===== src/rtl/page_walker_pkg.sv =====
// Shared definitions for the two-level page-table walker: PTE field layout,
// state encoding and the PTE address arithmetic.
package page_walker_pkg;

    localparam logic [31:0] PT_BASE_DEFAULT = 32'h0010_0000;
    localparam int          PTE_VALID_BIT   = 0;
    localparam int          PTE_PFN_MSB     = 31;
    localparam int          PTE_PFN_LSB     = 12;

    typedef enum logic [2:0] {
        PTW_IDLE  = 3'd0,
        PTW_L1    = 3'd1,
        PTW_L2    = 3'd2,
        PTW_FILL  = 3'd3,
        PTW_FAULT = 3'd4
    } ptw_state_e;

    function automatic logic pte_valid(input logic [31:0] pte);
        return pte[PTE_VALID_BIT];
    endfunction

    function automatic logic [19:0] pte_pfn(input logic [31:0] pte);
        return pte[PTE_PFN_MSB:PTE_PFN_LSB];
    endfunction

    // Both helpers wrap modulo 2^32; carries out of bit 31 are dropped.
    function automatic logic [31:0] l1_pte_addr(input logic [31:0] base, input logic [9:0] l1_idx);
        return base + {20'd0, l1_idx, 2'b00};
    endfunction

    function automatic logic [31:0] l2_pte_addr(input logic [19:0] frame, input logic [9:0] l2_idx);
        return {frame, 12'd0} + {20'd0, l2_idx, 2'b00};
    endfunction

endpackage


===== src/rtl/page_walker_if.sv =====
// Bundle of the walker's TLB-side and memory-side signals. The slave view is
// the walker itself; the master view is the TLB/memory environment around it.
interface page_walker_if;

    logic        miss;
    logic [31:0] miss_vaddr;
    logic        busy;
    logic        done;
    logic        fault;
    logic        write_enable;
    logic [31:0] wr_vaddr;
    logic [31:0] wr_paddr;
    logic        mem_req;
    logic [31:0] mem_addr;
    logic        mem_ack;
    logic [31:0] mem_data;

    modport slave (
        input  miss, miss_vaddr, mem_ack, mem_data,
        output busy, done, fault, write_enable, wr_vaddr, wr_paddr, mem_req, mem_addr
    );

    modport master (
        output miss, miss_vaddr, mem_ack, mem_data,
        input  busy, done, fault, write_enable, wr_vaddr, wr_paddr, mem_req, mem_addr
    );

endinterface


===== src/rtl/page_walker.sv =====
// Two-level page-table walker: on a TLB miss it reads the L1 and L2 PTEs and
// either writes the translation into the TLB or pulses fault.
module page_walker
    import page_walker_pkg::*;
#(
    parameter logic [31:0] PT_BASE = PT_BASE_DEFAULT,
    parameter logic [23:0] ALIAS   = "PTW"
) (
    input  logic          clk,
    input  logic          reset,
    page_walker_if.slave  bus
);

    if (PT_BASE[1:0] != 2'b00 || ALIAS == 24'd0) begin : g_bad_cfg
        $error("page_walker: PT_BASE must be word aligned and ALIAS non-empty");
    end

    ptw_state_e  state_q, state_d;
    logic [19:0] vpn_q, vpn_d;
    logic [19:0] pte1_q, pte1_d;
    logic [19:0] pfn_q, pfn_d;
    logic        busy_q, busy_d;
    logic        done_q, done_d;
    logic        fault_q, fault_d;
    logic        we_q, we_d;
    logic [31:0] wr_vaddr_q, wr_vaddr_d;
    logic [31:0] wr_paddr_q, wr_paddr_d;
    logic        mem_req_q, mem_req_d;
    logic [31:0] mem_addr_q, mem_addr_d;
    logic        ack_s;

    logic unused_vaddr_offset_s;
    assign unused_vaddr_offset_s = ^bus.miss_vaddr[11:0];

    assign ack_s = mem_req_q & bus.mem_ack;

    // Next-state logic; every output is registered from the next state so it
    // changes on the same edge as the state itself.
    always_comb begin
        state_d    = state_q;
        vpn_d      = vpn_q;
        pte1_d     = pte1_q;
        pfn_d      = pfn_q;
        mem_req_d  = mem_req_q;
        mem_addr_d = mem_addr_q;
        wr_vaddr_d = wr_vaddr_q;
        wr_paddr_d = wr_paddr_q;

        case (state_q)
            PTW_IDLE: begin
                if (bus.miss) begin
                    vpn_d      = bus.miss_vaddr[31:12];
                    mem_req_d  = 1'b1;
                    mem_addr_d = l1_pte_addr(PT_BASE, bus.miss_vaddr[31:22]);
                    state_d    = PTW_L1;
                end else begin
                    mem_req_d  = 1'b0;
                end
            end
            PTW_L1: begin
                if (ack_s) begin
                    mem_req_d = 1'b0;
                    pte1_d    = pte_pfn(bus.mem_data);
                    state_d   = pte_valid(bus.mem_data) ? PTW_L2 : PTW_FAULT;
                end else begin
                    mem_req_d = 1'b1;
                end
            end
            // The first L2 cycle has mem_req low; the L2 address is formed
            // there from the already-registered L1 frame.
            PTW_L2: begin
                if (!mem_req_q) begin
                    mem_req_d  = 1'b1;
                    mem_addr_d = l2_pte_addr(pte1_q, vpn_q[9:0]);
                end else if (ack_s) begin
                    mem_req_d = 1'b0;
                    if (pte_valid(bus.mem_data)) begin
                        pfn_d   = pte_pfn(bus.mem_data);
                        state_d = PTW_FILL;
                    end else begin
                        state_d = PTW_FAULT;
                    end
                end else begin
                    mem_req_d = 1'b1;
                end
            end
            PTW_FILL: begin
                mem_req_d = 1'b0;
                state_d   = PTW_IDLE;
            end
            PTW_FAULT: begin
                mem_req_d = 1'b0;
                state_d   = PTW_IDLE;
            end
            default: begin
                mem_req_d = 1'b0;
                state_d   = PTW_IDLE;
            end
        endcase

        busy_d  = (state_d != PTW_IDLE);
        we_d    = (state_d == PTW_FILL);
        done_d  = (state_d == PTW_FILL);
        fault_d = (state_d == PTW_FAULT);
        if (state_d == PTW_FILL) begin
            wr_vaddr_d = {vpn_d, 12'd0};
            wr_paddr_d = {pfn_d, 12'd0};
        end else begin
            wr_vaddr_d = wr_vaddr_q;
            wr_paddr_d = wr_paddr_q;
        end
    end

    // State and output registers; reset abandons any walk in flight.
    always_ff @(posedge clk or posedge reset) begin
        if (reset) begin
            state_q    <= PTW_IDLE;
            vpn_q      <= 20'd0;
            pte1_q     <= 20'd0;
            pfn_q      <= 20'd0;
            busy_q     <= 1'b0;
            done_q     <= 1'b0;
            fault_q    <= 1'b0;
            we_q       <= 1'b0;
            wr_vaddr_q <= 32'd0;
            wr_paddr_q <= 32'd0;
            mem_req_q  <= 1'b0;
            mem_addr_q <= 32'd0;
        end else begin
            state_q    <= state_d;
            vpn_q      <= vpn_d;
            pte1_q     <= pte1_d;
            pfn_q      <= pfn_d;
            busy_q     <= busy_d;
            done_q     <= done_d;
            fault_q    <= fault_d;
            we_q       <= we_d;
            wr_vaddr_q <= wr_vaddr_d;
            wr_paddr_q <= wr_paddr_d;
            mem_req_q  <= mem_req_d;
            mem_addr_q <= mem_addr_d;
        end
    end

    assign bus.busy         = busy_q;
    assign bus.done         = done_q;
    assign bus.fault        = fault_q;
    assign bus.write_enable = we_q;
    assign bus.wr_vaddr     = wr_vaddr_q;
    assign bus.wr_paddr     = wr_paddr_q;
    assign bus.mem_req      = mem_req_q;
    assign bus.mem_addr     = mem_addr_q;

endmodule


===== src/flat_wrapper.sv =====
// flat-port wrapper written by rule: the top's interface ports become plain ports
module page_walker_flat import page_walker_pkg::*;
#(
    parameter logic [31:0] PT_BASE = PT_BASE_DEFAULT,
    parameter logic [23:0] ALIAS   = "   "
)
  (clk, reset, bus_miss, bus_miss_vaddr, bus_mem_ack, bus_mem_data, bus_busy, bus_done, bus_fault, bus_write_enable, bus_wr_vaddr, bus_wr_paddr, bus_mem_req, bus_mem_addr);
  page_walker_if bus_i ();
  input  logic clk;
  input  logic reset;
  input wire logic [$bits(bus_i.miss)-1:0] bus_miss;
  input wire logic [$bits(bus_i.miss_vaddr)-1:0] bus_miss_vaddr;
  input wire logic [$bits(bus_i.mem_ack)-1:0] bus_mem_ack;
  input wire logic [$bits(bus_i.mem_data)-1:0] bus_mem_data;
  output wire logic [$bits(bus_i.busy)-1:0] bus_busy;
  output wire logic [$bits(bus_i.done)-1:0] bus_done;
  output wire logic [$bits(bus_i.fault)-1:0] bus_fault;
  output wire logic [$bits(bus_i.write_enable)-1:0] bus_write_enable;
  output wire logic [$bits(bus_i.wr_vaddr)-1:0] bus_wr_vaddr;
  output wire logic [$bits(bus_i.wr_paddr)-1:0] bus_wr_paddr;
  output wire logic [$bits(bus_i.mem_req)-1:0] bus_mem_req;
  output wire logic [$bits(bus_i.mem_addr)-1:0] bus_mem_addr;
  assign bus_i.miss = bus_miss;
  assign bus_i.miss_vaddr = bus_miss_vaddr;
  assign bus_i.mem_ack = bus_mem_ack;
  assign bus_i.mem_data = bus_mem_data;
  assign bus_busy = bus_i.busy;
  assign bus_done = bus_i.done;
  assign bus_fault = bus_i.fault;
  assign bus_write_enable = bus_i.write_enable;
  assign bus_wr_vaddr = bus_i.wr_vaddr;
  assign bus_wr_paddr = bus_i.wr_paddr;
  assign bus_mem_req = bus_i.mem_req;
  assign bus_mem_addr = bus_i.mem_addr;
  page_walker #(.PT_BASE(PT_BASE), .ALIAS(ALIAS)) u_core (.clk(clk), .reset(reset), .bus(bus_i));
endmodule

===== config.mk =====
export PLATFORM = sky130hd
export DESIGN_NAME = page_walker_flat
export DESIGN_NICKNAME = d
export VERILOG_FILES = /design/src/rtl/page_walker_pkg.sv /design/src/rtl/page_walker_if.sv /design/src/rtl/page_walker.sv /design/src/flat_wrapper.sv
export SDC_FILE = /design/constraint.sdc
export NUM_CORES = 1
export LEC_CHECK = 0
export ABC_AREA = 1
export CORE_ASPECT_RATIO = 0.6
export CORE_MARGIN = 2
export CORE_UTILIZATION = 40
export CTS_CLUSTER_DIAMETER = 150
export DETAILED_ROUTE_END_ITERATION = 10
export DONT_BUFFER_PORTS = 1
export GPL_TIMING_DRIVEN = 0
export PLACE_DENSITY_LB_ADDON = 0.25
export SYNTH_ARGS = -nofsm -noshare
export SYNTH_HDL_FRONTEND = slang
export SYNTH_SLANG_ARGS = --single-unit

===== constraint.sdc =====
create_clock -name clk -period 7.1 [get_ports clk]
set_input_delay 1.42 -clock clk [delete_from_list [all_inputs] [get_ports clk]]
set_output_delay 1.42 -clock clk [all_outputs]
set_load 0.01 [all_outputs]

# After elaboration in Yosys (flattened, before gate mapping)
# Index checks and enable logic that the tools add are counted.
# totals
inputBits	68
reg_bits	139
# classes
reduce_logical	5
n_eq_ne	6
add_sub_neg	2
n_mux	20
bitwise	1
# ops
op	n
$mux 20	6
$mux 32	2
$pmux 32 s2	1
$add 32x12->32	1
$add 21x12->22 const A	1
$mux 3	6
$pmux 3 s3	1
$eq 3x2->1 const B	2
$ne 2x2->1 const B	2
$eq 3x1->1 const B	1
$eq 3x3->1 const B	1
$logic_not 3->1	1
$mux 1	3
$pmux 1 s3	1
$reduce_and 3->1	1
$reduce_bool 3->1	1
$reduce_and 2->1	1
$reduce_bool 2->1	1
$and 1x1->1	1

# Depth between registers and ports, before layout
# logic_depth
word_depth	5
ltp_mapped	8
ltp_nobuf	7

# Worst setup path after synthesis
# OpenSTA, ideal clock, no wires.
# synth_timing
path_kind	input to register
startpoint	input port bus_mem_ack
endpoint	register u_core.wr_vaddr_q[12] (netlist: u_core.bus.wr_vaddr[12])
path_slack_ns	4.835
n_path_buf	1
stages	8
required_time_ns	6.981
arrival_ns	2.146
cell_sequence	nand2_1 -> inv_1 -> nand2_1 -> nor2_4 -> inv_2 -> buf_2 -> nand2_1 -> nand2_1
# synth_via
elab_chain_len	5
elab_cells_between_ends	6
# synth_lines
item	line_no	source
from (decl)	flat_wrapper.sv:13	input wire logic [$bits(bus_i.mem_ack)-1:0] bus_mem_ack;
$and 1x1->1 (*)	page_walker.sv:35	assign ack_s = mem_req_q & bus.mem_ack;
$mux 3	page_walker.sv:75	end else if (ack_s) begin
$mux 3	page_walker.sv:72	if (!mem_req_q) begin
$pmux 3 s3 (*)	page_walker.sv:49	case (state_q)
$eq 3x2->1 (*)	page_walker.sv:105	if (state_d == PTW_FILL) begin
to (signal assigned)	page_walker.sv:138	wr_vaddr_q <= wr_vaddr_d;
to (decl)	page_walker.sv:26	logic [31:0] wr_vaddr_q, wr_vaddr_d;
# Every way passes the cells marked *; elsewhere a longest branch is shown, timed or not.
# A chain may end at the register's enable or synchronous reset.

==> metrics.txt <==
Setup Buffers After CTS 0; Worst Setup SP u_core.bus.done; total grt overflow 0; Clk pwr share 0.352; initial core utilization 0.4104; Synth Cell Area 4951 um2; critical path capture point type primary output; Total Power 0.002877 W; initial antenna violation count 0; grt met1 use 0.2990; final hold viol count 0; worst r2r path cells 8; Final min period 2.391 ns; final WL 12840 um; Worst Path Arrival 0.97 ns; Yosys top cell area share 0.5914; Most Used Layer, Global Route met1; cts hold-fix bufs 0; Tot GR Track Use 0.2035; syn_area_per_cell 8.717 um2; RR Endpoint u_core.bus.wr_paddr[21]; final setup TNS 0 ns; final worst path period share 0.3367; clk root buf clkbuf_16; DR vias/cell 4.881; Crit path required time 5.68 ns; first-pass GRT wire length 20850 um; H-tree Lvls 4; Clock Latency Late Sink 0.41 ns; outcome finished clean; Reg power frac 0.423; CP max-delay cell dfrtp_1; P_sw 0.001016 W; fin nets 681; Internal Power 0.001860 W; DRT Pass-1 Iters 5; num ports 169; Clock Skew 0.007825 ns; WL per Instance 16.23 um; P_leak 3.312 nW; die area 13310 um2; Synth area leaders dfrtp_1, nand2_1, nand3_1; hold slack 0.4704 ns; endpoints failing setup 0; CTS tree yes; hold wc startpoint u_core.vpn_q[16]; CTS buffer count 17; Gate power share 0.225; HP Class reg -> reg; number of max-cap violations 0; CP Launch Type register; DP HPWL 9501 um; switching share of power 0.3533; share of cells above drive strength 1 0.1406; clock-pin slew on the worst setup and hold paths 0.06 ns; port bufs 0; Die W 147.6 um; Buf/Inv on CP 1; area grow syn2layout 20.77%; Die Ht 90.18 um; RSZ-0062 raised after global routing no; pin count of the biggest net entering global routing 87; Ys Warns 0; Rows 31; drt drc 0; Min-Delay Endpoint u_core.vpn_q[16]; register area share after synthesis 0.5914; diode count 0; pwr dens 481.1 nW/um2; Crit path max-delay family flip-flops; core area 12060 um2; Synth Register Bits 117; Max IR drop VDD 0.0002079 V; CP cell instances buf_4; synth unique cells 19; vias in the first global route 3730; WHS Path Cells 2; fin. max-slew vios 0; crit-path max FO 2; crit path kind reg -> out; grt met3 use 0.08325; GR Util met2 0.2709; Max Root-Sink Buffers 2; reg2reg setup slack 5.35 ns; Yosys top cell by area dfrtp_1; slowest stage delay, CP 0.41 ns; Fmax achieved 418.3 MHz; gp weighted congestion 0.8619; FF-to-FF Start u_core.bus.mem_req; Post-CTS Resized 0; initial detailed-routing violation count 237; via count 3861; CTS Sinks 117; synthesized netlist cell count 568; Final ANT Viol Nets 0
[placed cells by master (no fill, tap or decap)]
cell | Yosys | final
nand2_1 | 232 | 232
dfrtp_1 | 117 | 117
nand3_1 | 62 | 62
buf_4 | 30 | 30
nand4_1 | 29 | 29
conb_1 | 1 | 26
inv_1 | 22 | 21
buf_2 | 21 | 21
clkbuf_16 | 0 | 17
nor2_1 | 14 | 14
clkbuf_1 | 10 | 11
a21oi_1 | 11 | 11
o21ai_0 | 11 | 11
bufinv_16 | 0 | 7
buf_1 | 2 | 2
clkinv_4 | 0 | 2
clkinv_2 | 0 | 2
clkinvlp_4 | 0 | 2
nor2_2 | 1 | 1
nand2_2 | 1 | 1
nor2_4 | 1 | 1
inv_2 | 1 | 1
clkinv_1 | 1 | 1
o21ai_1 | 1 | 1
inv_6 | 0 | 1
clkbuf_8 | 0 | 1
buf_16 | 0 | 1
[Yosys cell counts]
cell,count
a21oi_1,11
inv_2,1
nor2_4,1
nand2_1,232
o21ai_1,1
clkinv_1,1
inv_1,22
nand3_1,62
nor2_1,14
buf_2,21
dfrtp_1,117
buf_1,2
buf_4,30
nor2_2,1
nand4_1,29
nand2_2,1
conb_1,1
clkbuf_1,10
o21ai_0,11
[through the flow]
step | util | setup WS (ns) | instances | area [um2]
floorplan | - | 2.579 | 593 | 5045
finish | 0.4957 | 4.709 | 791 | 5979
CTS | 0.4957 | 4.689 | 791 | 5979
detailed placement | 0.4380 | 4.454 | 759 | 5284
global placement | 0.4353 | 1.402 | 758 | 5251
global route | 0.4957 | 4.672 | 791 | 5979
[logic make-up after synthesis]
kind of cell	Yosys count	synth area share
AND/OR/NAND/NOR	340	0.2906
flip-flops	117	0.5914
buffers and inverters	87	0.09401
AO/OA/AOI/OAI	23	0.02325
other	1	0.0007574
[worst max path at each step]
stage	endpoint	slack [ns]	depth (start not counted)
2_1_floorplan	u_core.bus.busy	2.58	1
3_3_place_gp	u_core.bus.wr_paddr[28]	1.40	1
3_5_place_dp	u_core.bus.wr_vaddr[27]	4.45	8
4_1_cts	bus_write_enable	4.69	1
5_1_grt	bus_write_enable	4.67	1
6_report	bus_write_enable	4.71	1
[power by group through the flow]
stage | sequential [W] | combinational [W] | clock [W]
CTS | 0.00122 | 0.000649 | 0.00102
floorplan | 0.00116 | 0.000503 | 0
global route | 0.00125 | 0.000756 | 0.00106
global placement | 0.00122 | 0.000614 | 0
finish | 0.00122 | 0.000648 | 0.00101
detailed placement | 0.00123 | 0.000643 | 0
[metal layers]
metal	share of wire	up-vias
met1	0.48	1829
li1	-	1859
met3	0.11	17
met4	0.012	0
met2	0.40	156
met5	0	-
[final cells by class]
class	instances	area, um2
fill	1117	6083
timing repair buffer	1	27.53
buffer	63	375.4
clock buffer	19	442.9
clock inverter	13	252.7
tap	165	206.4
multi-input combinational	389	1652
sequential	117	2928
inverter	24	95.09
[state kept, by name, summed over array words and instances, names as in the netlist]
name and cells:
u_core.bus.mem_addr 30, u_core.bus.wr_vaddr 20, u_core.pte1_q 20, u_core.bus.fault 1
u_core.bus.busy 1, u_core.state_q 3, u_core.bus.mem_req 1, u_core.vpn_q 20
u_core.bus.wr_paddr 20, u_core.bus.done 1
[tightest hold or removal path, delay by kind of cell, from the launching register on]
family | cells | cell delay [ns]
flip-flops | 1 | 0.32
AND/OR/NAND/NOR | 2 | 0.12
Power figures use the tool's default switching activity.
